File: config.mk
export PLATFORM = sky130hd
export DESIGN_NAME = rr_grant_arbiter4_flat
export DESIGN_NICKNAME = d
export VERILOG_FILES = /design/src/rtl/rr_grant_arbiter4_if.sv /design/src/rtl/rr_grant_arbiter4.sv /design/src/flat_wrapper.sv
export SDC_FILE = /design/constraint.sdc
export NUM_CORES = 1
export LEC_CHECK = 0
export BUFFER_PORTS_ARGS = -buffer_cell sky130_fd_sc_hd__buf_2
export CORE_MARGIN = 4
export CORE_UTILIZATION = 47
export CTS_BUF_LIST = sky130_fd_sc_hd__clkbuf_4
export CTS_CLUSTER_DIAMETER = 50
export CTS_CLUSTER_SIZE = 10
export DETAILED_ROUTE_END_ITERATION = 7
export PLACE_DENSITY_LB_ADDON = 0.3
export SYNTH_ARGS = -nofsm -noshare
export SYNTH_HDL_FRONTEND = slang
export SYNTH_SLANG_ARGS = --single-unit
export TNS_END_PERCENT = 30
File: constraint.sdc
create_clock -name clk -period 6.8 [get_ports clk]
set_clock_uncertainty 0.2 [all_clocks]
set_input_delay 1.7 -clock clk [delete_from_list [all_inputs] [get_ports clk]]
set_output_delay 1.7 -clock clk [all_outputs]
set_load 0.01 [all_outputs]
File: src/rtl/rr_grant_arbiter4_if.sv
// Request/grant bundle between the requesting blocks and rr_grant_arbiter4.
//   req     [3:0]  request vector, bit i = requester i (level)
//   rel            release strobe from the current grantee
//   gnt     [3:0]  one-hot grant, zero when not busy
//   gnt_id  [1:0]  current or last grantee index
//   busy           high while a grant is held
//   timeout        one-cycle pulse on a forced release
// master: requester side; slave: arbiter side.
interface rr_grant_arbiter4_if;
  logic [3:0] req;
  logic       rel;
  logic [3:0] gnt;
  logic [1:0] gnt_id;
  logic       busy;
  logic       timeout;

  modport master (
    output req, rel,
    input  gnt, gnt_id, busy, timeout
  );

  modport slave (
    input  req, rel,
    output gnt, gnt_id, busy, timeout
  );
endinterface

File: src/rtl/rr_grant_arbiter4.sv
// 4-requester round-robin arbiter for one shared resource. One grantee at a
// time; the grant is held until REL or until the grantee drops its request.
// The priority pointer moves to the slot after the last grantee on release.
// Ports:
//   clk   rising-edge clock
//   rst   synchronous active-high reset
//   bus   rr_grant_arbiter4_if.slave (req, rel in; gnt, gnt_id, busy, timeout out)
// Parameter:
//   TIMEOUT_CYCLES  max grant length before forced release (2..256)
// Optional feature macro: ARB_TIMEOUT_EN (grant timeout). Without it no
// counter is built and timeout is tied low.
module rr_grant_arbiter4 #(
  parameter int unsigned TIMEOUT_CYCLES = 16
) (
  input  logic                 clk,
  input  logic                 rst,
  rr_grant_arbiter4_if.slave   bus
);

  // Reject out-of-range configuration at elaboration.
  if (TIMEOUT_CYCLES < 2 || TIMEOUT_CYCLES > 256) begin : g_bad_timeout
    $error("rr_grant_arbiter4: TIMEOUT_CYCLES must be in 2..256");
  end

  typedef enum logic {
    ST_IDLE  = 1'b0,
    ST_GRANT = 1'b1
  } state_e;

  state_e     state_q, state_d;
  logic [1:0] ptr_q, ptr_d;
  logic [1:0] gnt_id_q, gnt_id_d;
  logic [3:0] gnt_q, gnt_d;
  logic       busy_q, busy_d;

`ifdef ARB_TIMEOUT_EN
  localparam int unsigned CNT_W = $clog2(TIMEOUT_CYCLES);
  logic [CNT_W-1:0] cnt_q, cnt_d;
  logic             timeout_q, timeout_d;
`endif

  // Rotate requests so the pointer slot sits at bit 0, then take the first set bit.
  logic [7:0] req_dbl_c;
  logic [3:0] req_rot_c;
  logic [1:0] offset_c;
  logic [1:0] winner_c;
  logic       release_c;

  always_comb begin
    req_dbl_c = {bus.req, bus.req};
    req_rot_c = 4'(req_dbl_c >> ptr_q);
    offset_c  = 2'd0;
    casez (req_rot_c)
      4'b???1: offset_c = 2'd0;
      4'b??10: offset_c = 2'd1;
      4'b?100: offset_c = 2'd2;
      4'b1000: offset_c = 2'd3;
      default: offset_c = 2'd0;
    endcase
    winner_c  = ptr_q + offset_c;
    // REL and a dropped request in the same cycle are one release.
    release_c = bus.rel || !bus.req[gnt_id_q];
  end

  // Next-state and output decode.
  always_comb begin
    state_d  = state_q;
    ptr_d    = ptr_q;
    gnt_id_d = gnt_id_q;
    gnt_d    = gnt_q;
    busy_d   = busy_q;
`ifdef ARB_TIMEOUT_EN
    cnt_d     = cnt_q;
    timeout_d = 1'b0;
`endif
    case (state_q)
      ST_IDLE: begin
        if (|bus.req) begin
          state_d  = ST_GRANT;
          gnt_id_d = winner_c;
          gnt_d    = 4'b0001 << winner_c;
          busy_d   = 1'b1;
`ifdef ARB_TIMEOUT_EN
          cnt_d    = '0;
`endif
        end
      end
      ST_GRANT: begin
        if (release_c) begin
          state_d = ST_IDLE;
          gnt_d   = 4'b0000;
          busy_d  = 1'b0;
          ptr_d   = gnt_id_q + 2'd1;
        end
`ifdef ARB_TIMEOUT_EN
        else if (cnt_q == CNT_W'(TIMEOUT_CYCLES - 1)) begin
          state_d   = ST_IDLE;
          gnt_d     = 4'b0000;
          busy_d    = 1'b0;
          ptr_d     = gnt_id_q + 2'd1;
          timeout_d = 1'b1;
        end else begin
          cnt_d = cnt_q + CNT_W'(1);
        end
`endif
      end
      default: state_d = ST_IDLE;
    endcase
  end

  // State register; reset drops any grant at the same edge.
  always_ff @(posedge clk) begin
    if (rst) begin
      state_q  <= ST_IDLE;
      ptr_q    <= 2'd0;
      gnt_id_q <= 2'd0;
      gnt_q    <= 4'b0000;
      busy_q   <= 1'b0;
`ifdef ARB_TIMEOUT_EN
      cnt_q     <= '0;
      timeout_q <= 1'b0;
`endif
    end else begin
      state_q  <= state_d;
      ptr_q    <= ptr_d;
      gnt_id_q <= gnt_id_d;
      gnt_q    <= gnt_d;
      busy_q   <= busy_d;
`ifdef ARB_TIMEOUT_EN
      cnt_q     <= cnt_d;
      timeout_q <= timeout_d;
`endif
    end
  end

  assign bus.gnt    = gnt_q;
  assign bus.gnt_id = gnt_id_q;
  assign bus.busy   = busy_q;
`ifdef ARB_TIMEOUT_EN
  assign bus.timeout = timeout_q;
`else
  assign bus.timeout = 1'b0;
`endif

endmodule

File: src/flat_wrapper.sv
// flat-port wrapper written by rule: the top's interface ports become plain ports
module rr_grant_arbiter4_flat 
#(
  parameter int unsigned TIMEOUT_CYCLES = 16
)
  (clk, rst, bus_req, bus_rel, bus_gnt, bus_gnt_id, bus_busy, bus_timeout);
  rr_grant_arbiter4_if bus_i ();
  input  logic clk;
  input  logic rst;
  input wire logic [$bits(bus_i.req)-1:0] bus_req;
  input wire logic [$bits(bus_i.rel)-1:0] bus_rel;
  output wire logic [$bits(bus_i.gnt)-1:0] bus_gnt;
  output wire logic [$bits(bus_i.gnt_id)-1:0] bus_gnt_id;
  output wire logic [$bits(bus_i.busy)-1:0] bus_busy;
  output wire logic [$bits(bus_i.timeout)-1:0] bus_timeout;
  assign bus_i.req = bus_req;
  assign bus_i.rel = bus_rel;
  assign bus_gnt = bus_i.gnt;
  assign bus_gnt_id = bus_i.gnt_id;
  assign bus_busy = bus_i.busy;
  assign bus_timeout = bus_i.timeout;
  rr_grant_arbiter4 #(.TIMEOUT_CYCLES(TIMEOUT_CYCLES)) u_core (.clk(clk), .rst(rst), .bus(bus_i));
endmodule
Word-level counts from Yosys, hierarchy flattened

Index checks and enable logic that the tools add are counted.

Bitwise gates (word level): 1
$lt $le $gt $ge: 1
Reductions and logical operators: 6
$add $sub $neg: 2
Eq/ne operators: 5
Muxes and demuxes: 12
Shift operators: 2

Operators with widths:

| kind                  | count |
|---|---|
| $mux W4               | 2 |
| $pmux W4 S2           | 1 |
| $shr A8 B2 Y4         | 1 |
| $pmux W2 S3           | 1 |
| $reduce_and A2 Y1     | 3 |
| $mux W1               | 5 |
| $eq A4 B4 Y1 const B  | 1 |
| $pmux W1 S2           | 2 |
| $reduce_or A4 Y1      | 1 |
| $shl A1 B2 Y4 const A | 1 |
| $eq A3 B3 Y1 const B  | 1 |
| $lt A2 B3 Y1 const B  | 1 |
| $add A2 B1 Y2 const B | 1 |
| $add A2 B2 Y2         | 1 |
| $bmux W1 S2           | 1 |
| $eq A2 B2 Y1 const B  | 1 |
| $ne A2 B1 Y1 const B  | 1 |
| $ne A2 B2 Y1 const B  | 1 |
| $logic_not A1 Y1      | 1 |
| $logic_or A1 B1 Y1    | 1 |
| $not A1 Y1            | 1 |

Output and inout bits: 8
Logic and storage cells: 34
Register bits after elaboration: 10

Logic depth before layout (Yosys ltp)

Gate-level depths: netlist (run 1).

Depth after elaboration: 7
Mapped depth: 11

Worst setup path before layout (run 1)

OpenSTA, ideal clock, no wires.

Path type: input to register
Start: input bus_req[0]
End: register u_core.gnt_q[2] (netlist: u_core.bus.gnt[2])
Setup time: 0.062 ns
Data arrival time: 3.370 ns
Required time: 6.538 ns
Setup slack: 3.168 ns
Stages on the path: 8
Buffers on the path: 1
Path through: buf_2 > or4_1 > nand3_1 > ha_1 > xor2_1 > nor4b_1 > nand3_1 > nand3_1

Cells in the longest elaborated chain, start to end: 7
Elaborated cells between the ends (all ways): 17
Those cells by class: add/sub: 1; eq/ne: 5; shift: 2; mux: 5; reduce/logical: 4

RTL lines:

| item                                       | line                     | RTL |
|---|---|---|
| from (decl)                                | flat_wrapper.sv:10       | `input wire logic [$bits(bus_i.req)-1:0] bus_req;` |
| $shr A8 B2 Y4                              | rr_grant_arbiter4.sv:51  | `req_rot_c = 4'(req_dbl_c >> ptr_q);` |
| $eq A4 B4 Y1, or another cell as far along | rr_grant_arbiter4.sv:53  | `casez (req_rot_c)` |
| $pmux W2 S3                                | rr_grant_arbiter4.sv:53  |  |
| $add A2 B2 Y2                              | rr_grant_arbiter4.sv:60  | `winner_c = ptr_q + offset_c;` |
| $shl A1 B2 Y4                              | rr_grant_arbiter4.sv:81  | `gnt_d = 4'b0001 << winner_c;` |
| $mux W4                                    | rr_grant_arbiter4.sv:78  | `if (\|bus.req) begin` |
| $pmux W4 S2                                | rr_grant_arbiter4.sv:76  | `case (state_q)` |
| to (signal assigned)                       | rr_grant_arbiter4.sv:127 | `gnt_q <= gnt_d;` |
| to (decl)                                  | rr_grant_arbiter4.sv:33  | `logic [3:0] gnt_q, gnt_d;` |

Parallel ways exist; a longest one is shown, timed or not. The select of a mux whose other input is x is not followed.
A chain may end at the register's enable or synchronous reset.

Final worst setup path (run 1)

Start: input bus_req[2]
End: register u_core.gnt_q[2] (netlist: u_core.bus.gnt[2])

The elaborated chain is that of the path after synthesis.

==> results.txt, run 1 <==
Setup violations remaining at the end of the flow were counted as 0. The top cell types in the final layout, fill and taps aside, are sky130_fd_sc_hd__buf_2, sky130_fd_sc_hd__nand3_1, sky130_fd_sc_hd__dfxtp_1, sky130_fd_sc_hd__nor2_1, sky130_fd_sc_hd__nand2_1. The most common cell after layout, fill and taps aside was sky130_fd_sc_hd__buf_2.

The proportion of layout cells with a drive suffix above 1 is 0.2653, and the number of nets in the final layout is 107. From synthesis to final layout, the design area changed by 12.93%. Slowest library cell on the worst path: sky130_fd_sc_hd__or4_1. The summed instance area of the synthesized netlist came out at 696.9 um^2. The number of search-and-repair iterations in the first detailed-routing pass was 4; the number of vias in the routed layout was 676. The post-placement setup slack came out at 2.957 ns.

The number of clock buffers inserted by TritonCTS was 3. The tools report the starting utilization of the core area as 0.5162. The total track usage was 0.1598; the final sum of negative setup slack was 0 ns.

After legalization and detailed placement, the total HPWL measured 1091 um. The count of final max-slew check failures was 0. VDD sags by at most 0.1259 mV. The first global-routing pass estimated 2497 um of wire.

The number of buffers added for setup after CTS is 0, and the final critical path time including I/O delays and setup is 3.626 ns. After floorplanning, the core was divided into 13 placement rows. The highest metal layer carrying signal wires in the routed design is met4. The cell depth of the worst hold path is 2, and the share of the core filled with cells in the final layout is 0.5829. The final critical-path share of the clock period came out at 0.5332. Synthesis produced a netlist with a net count of 93. The tools report the sum of routed wire segments on met1 as 751 um. The power density of the placed cells is 228.1 nW/um^2, and the width of the die is 46.51 um. STA classifies the critical path endpoint as a register. For the via count of the first global-routing pass, the log shows 601. The kind of cell with the highest combined delay on the critical path was simple AND/OR/NAND/NOR gates. For the DRC violations left, the log shows 0.

The number of buffer cells added on primary ports is 13. After detailed routing, the number of vias per cell comes to 5.982. The overall die area came out at 2163 um^2.

The total congestion overflow after global routing was 0; the CTS clock-pin slew for the worst setup and hold paths was 0.06 ns. Setup repair after global routing left no endpoint under its margin. The critical path depth in cells is 8. Counting flops and latches in the post-synthesis netlist gives 10.

Wires add up to 1467 um. During synthesis, Yosys emitted a total of 0 warnings. TritonCTS built the clock tree. For the worst setup path, the data required time is 6.81 ns. In this run the mean area of a mapped cell was 8.199 um^2. The logs give 0.0001795 W for the overall power after layout and 0.27 ns for the latest clock arrival within the worst-skew pair.

The count of hold buffers inserted by post-cts repair is 0. For the post-layout worst setup margin, the log shows 3.174 ns. Counting stages on the worst path, the most repeated cell is sky130_fd_sc_hd__nand3_1. The tools report the root cell of the clock tree as sky130_fd_sc_hd__clkbuf_4.

The tightest min-delay check is of the reg -> reg type. The tools report the initial antenna violation count as 0. At the end of routability-driven placement, the weighted congestion stood at 0.8086.

The count of nets left with antenna violations after detail routing was 0. Area of the core: 1350 um^2. The critical path goes through buf_2 > or4_1 > nand3_1 > ha_1 > xor2_1 > nor4b_1 > nand3_1 > nand3_1. The run gives 3.63 ns as the signal arrival time at the worst endpoint. For the worst flop-to-flop path, the logic depth is 7.

The die is 46.51 um tall. The sequential cell area fraction in the yosys report was 0.2873; the achievable clock frequency was 0.2758 GHz. After detailed routing, the average wire length per cell comes to 12.98 um. The number of buffer and inverter instances along the worst setup path is 1. The run gives 10 as the clock sink total. On the worst path, the slowest cell contributes a delay of 0.51 ns. The number of gates resized after CTS was 0.

For this block, the initial DRC count from the detailed router was 8. The critical path is of the in -> reg type. The maximum fanout along the worst path was 9. The maximum number of pins on one net before global-route repair is 12, and the number of distinct library cells after synthesis is 40. 0 antenna diodes ended up in the layout. During I/O placement, the number of pins put on the boundary was 15. The number of hold violations in the final report is 0, and the standby leakage power is 0.3318 nW. The H-tree depth reported by CTS was 1; the routed wire length on met3 was 66 um. The clock passes through at most 2 buffers. The sort of element at the start of the critical path is an input pin. The number of maximum-capacitance constraint violations came out at 0. The flow ran to the end, and the final reports show no timing, DRC or antenna violations. The routed length on met2 came out at 625 um. The gate count after technology mapping is 85.
==> cell usage after synthesis (all sizes together) <==
cell type   n  share of area
o22ai       1         0.0090
nand2b      1         0.0090
xor2        1          0.013
nor4b       2          0.034
nand3b      1          0.011
nor2        8          0.043
o21ai       5          0.036
nand3      10          0.072
a211oi      2          0.022
nor4        3          0.027
or2b        1          0.013
nor3        1          0.014
dfxtp      10           0.29
or4         2          0.027
a21boi      1          0.016
a32oi       2          0.036
ha          1          0.018
buf         2          0.018
nand2       9          0.052
and4b       1          0.014
o21a        4          0.043
o211ai      1          0.011
nor2b       3          0.038
mux4        1          0.032
or2         2          0.018
a21oi       2          0.014
clkbuf      2          0.011
inv         1         0.0054
conb        1         0.0054
xnor2       1          0.013
a32o        2          0.029
and2b       1          0.011
==> power by group <==
group / leakage, nW / switching (W) / total, W / internal, W
combinational: 0.234 / 0.0000329 / 0.0000604 / 0.0000275
sequential: 0.0825 / 0.00000937 / 0.0000767 / 0.0000674
clock: 0.0154 / 0.0000211 / 0.0000424 / 0.0000212
==> area by class of cell <==
type / instances / area [um^2]
timing repair buffer: 13 / 65.06
fill: 131 / 563.0
multi-input combinational: 70 / 473.0
inverter: 1 / 3.754
clock inverter: 1 / 3.754
tap: 15 / 18.77
clock buffer: 3 / 22.52
sequential: 10 / 200.2
==> logic make-up (layout without fill, tap and decap cells) <==
kind of cell | Yosys count | count (layout) | share of synthesized area
simple gates | 45 | 45 | 0.3824
compound gates | 20 | 20 | 0.2154
flops | 10 | 10 | 0.2873
buf+inv | 5 | 18 | 0.03411
xor+xnor | 2 | 2 | 0.02514
fa+ha+maj | 1 | 1 | 0.01795
other cells | 1 | 1 | 0.005381
mux | 1 | 1 | 0.03231
==> worst register-to-register path, delay by kind of cell (launching register included) <==
kind                     cells  cell delay [ns]
AND/OR/NAND/NOR              5             1.28
adder cells (fa/ha/maj)      1             0.15
flip-flops                   1             0.41
XOR/XNOR                     1             0.41
==> path summary, 6_finish.rpt <==
kind                                        start                end  slack [ns]
worst max register to register    u_core.ptr_q[0]  u_core.bus.gnt[2]        4.30
worst min-delay path            u_core.bus.gnt[3]  u_core.bus.gnt[3]        0.26
worst min register to register  u_core.bus.gnt[3]  u_core.bus.gnt[3]        0.26
worst max-delay path                   bus_req[2]  u_core.bus.gnt[2]        3.17
==> state kept, by name, indices dropped and copies added, names as in the netlist <==
register and flops:
u_core.bus.busy 1, u_core.bus.gnt 4, u_core.bus.gnt_id 2, u_core.ptr_q 2
u_core.state_q 1
==> through the flow <==
step	cells	cell area (um^2)	hold slack, ns
2_1_floorplan	85	696.9	0.2950
3_3_place_gp	109	760.7	0.2448
3_5_place_dp	109	760.7	0.2470
4_1_cts	113	787.0	0.2651
5_1_grt	113	787.0	0.2898
6_report	113	787.0	0.2576
==> layer usage <==
| layer | track usage | vias to the layer above |
|---|---|---|
| li1 | - | 344 |
| met1 | 0.2286 | 311 |
| met2 | 0.2198 | 18 |
| met3 | 0.02344 | 3 |
| met4 | 0.09659 | 0 |
| met5 | 0 | - |
Note: power is estimated with default switching activity, not from simulation.
==> run 2: changes to the inputs <==
- clock period: 6.8 -> 3.1 ns (I/O delays scaled with it)
==> run 2 against run 1 <==
- power is 120% higher
- cell count up 0.88%
- sequential power up 120%
- critical path type unchanged
- highest routed layer unchanged
==> results.txt, run 2 (same netlist as run 1, synthesis figures left out) <==
The die height works out to 46.51 um (unchanged). The depth of the most critical reg-to-reg path was 11 (was 7). The tools report the number of DRC markers in iteration 0 as 16 (was 8). The count of final max-slew check failures is 0 (unchanged). The initial antenna violation count came out at 0 (unchanged). The H-tree depth reported by CTS was 1 (unchanged); the width of the die was 46.51 um (unchanged). Number of vias in the routed layout: 668 (was 676).

The maximum fanout along the worst path is 10 (was 9). The category of the most critical setup path is in -> reg (unchanged). The number of hold violations in the final report was 0 (unchanged).

The flow ran to the end, and the final reports show no timing, DRC or antenna violations. The tools report the count of hold buffers inserted by post-cts repair as 0 (unchanged). The count of filler cells inserted in the layout came out at 129 (was 131). Proportion of layout cells with a drive suffix above 1: 0.2727 (was 0.2653). The HPWL reported at the end of detailed placement is 1146 um (was 1091 um). The routed wirelength normalized by instance count was 13.25 um (was 12.98 um).

The run gives 0.1646 (was 0.1598) as the total track usage. Start point of the critical path: bus_req[0] (was bus_req[2]). The worst endpoint required time was 3.10 ns (was 6.81 ns); the power share of the sequential group was 0.422 (was 0.427). For the number of buffers added for setup after CTS, the log shows 0 (unchanged). Root cell of the clock tree: sky130_fd_sc_hd__clkbuf_4 (unchanged). The final sum of negative setup slack was 0 ns (unchanged).

The run gives 0.3370 nW (was 0.3318 nW) as the standby leakage power. For the net switching power figure, the log shows 0.0001405 W (was 0.00006343 W). The tools report the number of clock buffers inserted by TritonCTS as 3 (unchanged). The area of the core was 1350 um^2 (unchanged); the number of primary I/O pins was 15 (unchanged).

The post-cts repair resize count was 0 (unchanged). Startpoint of the most critical hold path: u_core.bus.gnt[2] (was u_core.bus.gnt[3]). The ratio of routed vias to standard cells works out to 5.860 (was 5.982).

The endpoint type of the worst setup path is a register (unchanged). The total detailed-routing wirelength is 1511 um (was 1467 um), and the number of buffer cells added on primary ports is 13 (unchanged). For the floorplan row count, the log shows 13 (unchanged).

The maximum number of pins on one net before global-route repair was 12 (unchanged). The worst path needs 2.466 ns of the cycle, external delays included. For the via count of the first global-routing pass, the log shows 557 (was 601).

The run gives 0.2921 mV (was 0.1259 mV) as the worst IR drop on VDD. The run gives 2504 um (was 2497 um) as the first-pass GRT wire length. The endpoint of the worst-slack reg-to-reg timing path was u_core.bus.gnt[2] (unchanged).

For the DRC violations left, the log shows 0 (unchanged). The switching power share of the total is 0.3523 (was 0.3533), and the area growth from synthesis to layout is 14.00% (was 12.93%). The tools report the worst hold endpoint as u_core.bus.gnt[2] (was u_core.bus.gnt[3]). Clock network fraction of total power: 0.233 (was 0.236). The register-to-register setup slack is 0.81 ns (was 4.30 ns), and the number of nets in the final layout is 108 (was 107). The latest clock arrival within the worst-skew pair was 0.26 ns (was 0.27 ns); the count of nets left with antenna violations after detail routing was 0 (unchanged).

For the number of search-and-repair iterations in the first detailed-routing pass, the log shows 4 (unchanged). The worst min-delay path class was reg -> reg (unchanged). The non-filler instance count after layout was 114 (was 113). The tools report the signal arrival time at the worst endpoint as 2.47 ns (was 3.63 ns). The power density of the placed cells is 501.8 nW/um^2 (was 228.1 nW/um^2), and the total internal power is 0.0002582 W (was 0.0001161 W).

The flip-flop count of the largest register after layout was 4 (unchanged). TritonCTS built the clock tree. The number of placed instances, taps included is 110 (was 109), and the overall die area is 2163 um^2 (unchanged). The sort of element at the start of the critical path is an input pin (unchanged).

The tools report the reg-to-reg critical path startpoint as u_core.ptr_q[0] (unchanged). Setup repair after global routing left no endpoint under its margin. Most frequent cells in the layout: sky130_fd_sc_hd__buf_2, sky130_fd_sc_hd__nand3_1, sky130_fd_sc_hd__dfxtp_1, sky130_fd_sc_hd__nor2_1, sky130_fd_sc_hd__nand2_1 (unchanged). The final critical-path share of the clock period was 0.7953; the final setup violation count was 0 (unchanged). Total congestion overflow after global routing: 0 (unchanged). The CTS clock-pin slew for the worst setup and hold paths is 0.07 ns (was 0.06 ns). The run gives 0 (unchanged) as the number of maximum-capacitance constraint violations.

The most common cell after layout, fill and taps aside was sky130_fd_sc_hd__buf_2 (unchanged). The clock sink total is 10 (unchanged). The starting utilization of the core area is 0.5162 (unchanged), and the achievable clock frequency is 0.4056 GHz. The tools report the global placer's final weighted congestion as 0.8074 (was 0.8086). The number of buffers between clock root and the deepest sink is 2 (unchanged), and the total inserted antenna cells is 0 (unchanged). The cell depth of the worst hold path was 2 (unchanged). The combinational cell fraction of total power was 0.345 (was 0.337).
==> run 2: cell type report <==
type	instances	area (um^2)	share of cell area
well taps	15	18.77	0.02362
multi-input cells	70	473.0	0.5953
flip-flops and latches	10	200.2	0.2520
clock inverters	1	3.754	0.004724
clock buffers	3	22.52	0.02835
inverters	1	3.754	0.004724
repair buffers	14	72.57	0.09134
==> run 2: how the worst max path moves through the flow <==
stage | to | slack (ns)
2_1_floorplan | u_core.bus.gnt[2] | 0.39
3_3_place_gp | u_core.bus.gnt[2] | 0.43
5_1_grt | u_core.bus.gnt[2] | 0.47
3_5_place_dp | u_core.bus.gnt[2] | 0.40
6_report | u_core.bus.gnt[2] | 0.63
4_1_cts | u_core.bus.gnt[2] | 0.65
==> run 2: power groups by stage <==
stage                     registers (W)  logic [W]  clock network [W]
final                          0.000168   0.000137          0.0000931
after global routing           0.000171   0.000154           0.000105
after CTS                      0.000168   0.000138          0.0000972
after detailed placement       0.000171   0.000137                  0
after global placement         0.000170   0.000134                  0
after floorplan                0.000172  0.0000950                  0
==> run 2: metrics by stage <==
stage / hold slack, ns / area [um^2] / total power (W) / setup WS, ns / utilization
final: 0.2775 / 794.5 / 0.0003987 / 0.6344 / 0.5885
after global routing: 0.2931 / 794.5 / 0.0004303 / 0.4743 / 0.5885
after CTS: 0.2750 / 794.5 / 0.0004034 / 0.6464 / 0.5885
after detailed placement: 0.2493 / 768.2 / 0.0003080 / 0.3957 / 0.5690
after global placement: 0.2468 / 768.2 / 0.0003048 / 0.4287 / 0.5690
after floorplan: 0.2950 / 696.9 / 0.0002669 / 0.3929 / -
==> run 2: metal layers <==
metal	up-vias	track usage	part of all wire
met5	-	0	0
met4	0	0.1023	0.014
li1	345	-	-
met2	18	0.2390	0.42
met3	4	0.02344	0.053
met1	301	0.2240	0.51
==> run 2: worst max-delay path, stage by stage <==
cell	delay (ns)
sky130_fd_sc_hd__buf_2	0.18
sky130_fd_sc_hd__nand2b_1	0.13
sky130_fd_sc_hd__o22ai_1	0.07
sky130_fd_sc_hd__o21ai_0	0.21
sky130_fd_sc_hd__nand3_1	0.11
sky130_fd_sc_hd__ha_1	0.20
sky130_fd_sc_hd__xor2_1	0.16
sky130_fd_sc_hd__buf_4	0.17
sky130_fd_sc_hd__nor4_1	0.23
sky130_fd_sc_hd__o21ai_0	0.15
sky130_fd_sc_hd__nand3_1	0.10
==> run 3: changes to the inputs <==
- clock period: 3.1 -> 2.1 ns (I/O delays scaled with it)
==> run 3 against run 2 <==
- combinational power grew 130%
- die area is the same
- clock-buffer cell count is the same
- utilization is 16 points higher
- critical path depth down 3
- design area is 27% higher
- register-to-register slack worse by 0.77 ns
- via count is 13% higher
- non-clock buffer count increased by 18
- sequential power rose by 42%
- cell count is 16% higher
- worst hold slack got worse by 0.017 ns
- largest power group is now combinational logic
==> results.txt, run 3 (same netlist as run 1, synthesis figures left out) <==
The worst hold endpoint was u_core.bus.gnt[0] (was u_core.bus.gnt[2]). The final critical-path share of the clock period is 0.9833, and the H-tree depth reported by CTS is 1 (unchanged). The count of filler cells inserted in the layout is 102 (was 129). For the first-pass GRT wire length, the log shows 2787 um (was 2504 um). The proportion of layout cells with a drive suffix above 1 came out at 0.4530 (was 0.2727). The width of the die was 46.51 um (unchanged).

The run finished with clean final reports. The tools report the overall die area as 2163 um^2 (unchanged). The tools report the total congestion overflow after global routing as 0 (unchanged).

The number of buffers between clock root and the deepest sink was 2 (unchanged); the starting utilization of the core area was 0.5162 (unchanged). The depth of the most critical reg-to-reg path is 7 (was 11). The run gives 2.11 ns (was 3.10 ns) as the worst endpoint required time. Number of buffer cells added on primary ports: 13 (unchanged). The run gives 2.07 ns (was 2.47 ns) as the signal arrival time at the worst endpoint. Post-placement cell area: 930.9 um^2 (was 768.2 um^2). The reg-to-reg critical path startpoint was u_core.ptr_q[0] (unchanged). The tools report the post-route cell area as 1012 um^2 (was 794.5 um^2). The category of the most critical setup path is in -> reg (unchanged).

The initial antenna violation count came out at 0 (unchanged). The count of nets left with antenna violations after detail routing came out at 0 (unchanged). The root cell of the clock tree is sky130_fd_sc_hd__clkbuf_4 (unchanged). The standby leakage power was 0.4437 nW (was 0.3370 nW); the final critical path time including I/O delays and setup was 2.065 ns.

The number of vias in the routed layout was 754 (was 668). The maximum fanout along the worst path works out to 6 (was 10). The achievable clock frequency is 0.4843 GHz, and the number of placed instances, taps included is 126 (was 110). The register-to-register setup slack came out at 0.04 ns (was 0.81 ns).

The non-filler instance count after layout is 132 (was 114), and the latest clock arrival within the worst-skew pair is 0.27 ns (was 0.26 ns). For the number of nets in the final layout, the log shows 126 (was 108). For the number of primary I/O pins, the log shows 15 (unchanged). Most common cell after layout, fill and taps aside: sky130_fd_sc_hd__buf_4 (was sky130_fd_sc_hd__buf_2). The number of hold violations in the final report was 0 (unchanged).

Startpoint of the most critical hold path: u_core.bus.gnt[0] (was u_core.bus.gnt[2]). The clock sink total is 10 (unchanged), and the number of clock buffers inserted by TritonCTS is 3 (unchanged). Most frequent cells in the layout: sky130_fd_sc_hd__buf_4, sky130_fd_sc_hd__buf_2, sky130_fd_sc_hd__nand3_1, sky130_fd_sc_hd__dfxtp_1, sky130_fd_sc_hd__nand2_1 (was sky130_fd_sc_hd__buf_2, sky130_fd_sc_hd__nand3_1, sky130_fd_sc_hd__dfxtp_1, sky130_fd_sc_hd__nor2_1, sky130_fd_sc_hd__nand2_1).

By instance count, the cell type seen most on the critical path is sky130_fd_sc_hd__nand3_1. The ratio of routed vias to standard cells was 5.712 (was 5.860); the total inserted antenna cells was 0 (unchanged). For the share of the core filled with cells in the final layout, the log shows 0.7498 (was 0.5885). The worst min-delay path class is reg -> reg (unchanged). Floorplan row count: 13 (unchanged). For the area of the core, the log shows 1350 um^2 (unchanged). Via count of the first global-routing pass: 675 (was 557). The tools report the number of maximum-capacitance constraint violations as 0 (unchanged). The die height is 46.51 um (unchanged). The run gives 0 ns (unchanged) as the final sum of negative setup slack. The power density of the placed cells was 681.1 nW/um^2 (was 501.8 nW/um^2). The CTS clock-pin slew for the worst setup and hold paths is 0.06 ns (was 0.07 ns). The tools report the final setup violation count as 0 (unchanged). The slowest library cell on the worst path is sky130_fd_sc_hd__or4_4 (was sky130_fd_sc_hd__nor4_1). The area growth from synthesis to layout came out at 45.24% (was 14.00%).

For the DRC violations left, the log shows 0 (unchanged). The run gives 1793 um (was 1511 um) as the total detailed-routing wirelength. Cell-by-cell listing of the critical path: buf_2 > or4_4 > nand3_2 > ha_4 > xor2_4 > nor4b_4 > nand3_1 > nand3_1 (was buf_2 > nand2b_1 > o22ai_1 > o21ai_0 > nand3_1 > ha_1 > xor2_1 > buf_4 > nor4_1 > o21ai_0 > nand3_1). The start point of the critical path was bus_req[2] (was bus_req[0]).

For the HPWL reported at the end of detailed placement, the log shows 1345 um (was 1146 um). The global placer's final weighted congestion is 0.8149 (was 0.8074). The run gives 0 (unchanged) as the count of final max-slew check failures.

Setup repair after global routing could not meet its margin everywhere. The routed wirelength normalized by instance count works out to 13.58 um (was 13.25 um). The run gives 20 (was 16) as the number of DRC markers in iteration 0. The total track usage was 0.1819 (was 0.1646). The sort of element at the start of the critical path is an input pin (unchanged).

The flip-flop count of the largest register after layout was 4 (unchanged); the worst IR drop on VDD was 0.4748 mV (was 0.2921 mV). TritonCTS built the clock tree. The overall power after layout is 0.0006895 W (was 0.0003987 W), and the cell depth of the worst hold path is 2 (unchanged). Endpoint of the worst-slack reg-to-reg timing path: u_core.bus.gnt[2] (unchanged). The maximum number of pins on one net before global-route repair is 11 (was 12), and the maximum cell stage delay along the critical path is 0.51 ns (was 0.23 ns). For the number of search-and-repair iterations in the first detailed-routing pass, the log shows 4 (unchanged). The tools report the endpoint type of the worst setup path as a register (unchanged).
run 3: repair_timing:
action                                 4_1_cts  5_1_grt
pin swaps                                    1        3
setup endpoints to repair                    1        5
hold buffers                                 0        0
resized for setup                            0       10
endpoints found under the hold margin        0        0
buffers inserted                             1        1
run 3: report_power, final:
group / leakage, nW / total (W) / internal (W) / switching [W]
sequential: 0.0828 / 0.000239 / 0.000219 / 0.0000205
combinational: 0.345 / 0.000314 / 0.000160 / 0.000153
clock: 0.0154 / 0.000137 / 0.0000687 / 0.0000681
total: 0.444 / 0.000689 / 0.000448 / 0.000242
run 3: worst max-delay path, delay by kind of cell:
family	cells	cell delay, ns
xor+xnor	1	0.25
fa+ha+maj	1	0.15
buf+inv	1	0.11
simple gates	5	1.03
run 3: cell type report:
cell class              instances  area (um^2)  share of cell area
multi-input cells              70        550.5              0.5439
repair buffers                 32        211.5              0.2089
flip-flops and latches         10        201.4              0.1990
clock buffers                   3        22.52             0.02225
well taps                      15        18.77             0.01854
clock inverters                 1        3.754            0.003708
inverters                       1        3.754            0.003708
run 3: how the worst max path moves through the flow:
| stage | to | slack (ns) | depth (start not counted) |
|---|---|---|---|
| floorplan | u_core.bus.gnt[2] | -0.18 | 8 |
| global placement | u_core.bus.gnt[2] | -0.25 | 8 |
| detailed placement | u_core.bus.gnt[2] | -0.27 | 8 |
| CTS | u_core.bus.gnt[2] | 0.0007 | 8 |
| global route | u_core.bus.gnt[2] | -0.06 | 7 |
| finish | u_core.bus.gnt[2] | 0.04 | 8 |
run 3: metrics by stage:
step | setup WS, ns | hold slack, ns
detailed placement | -0.2688 | 0.2472
global placement | -0.2527 | 0.2459
global route | -0.06464 | 0.2911
floorplan | -0.1818 | 0.2950
finish | 0.03501 | 0.2603
CTS | 0.0006917 | 0.2640
run 3: routing by layer:
metal / up-vias / share of wire / track usage
li1: 377 / - / -
met1: 359 / 0.43 / 0.2266
met2: 13 / 0.51 / 0.2967
met3: 5 / 0.038 / 0.03516
met4: 0 / 0.020 / 0.08523
met5: - / 0 / 0
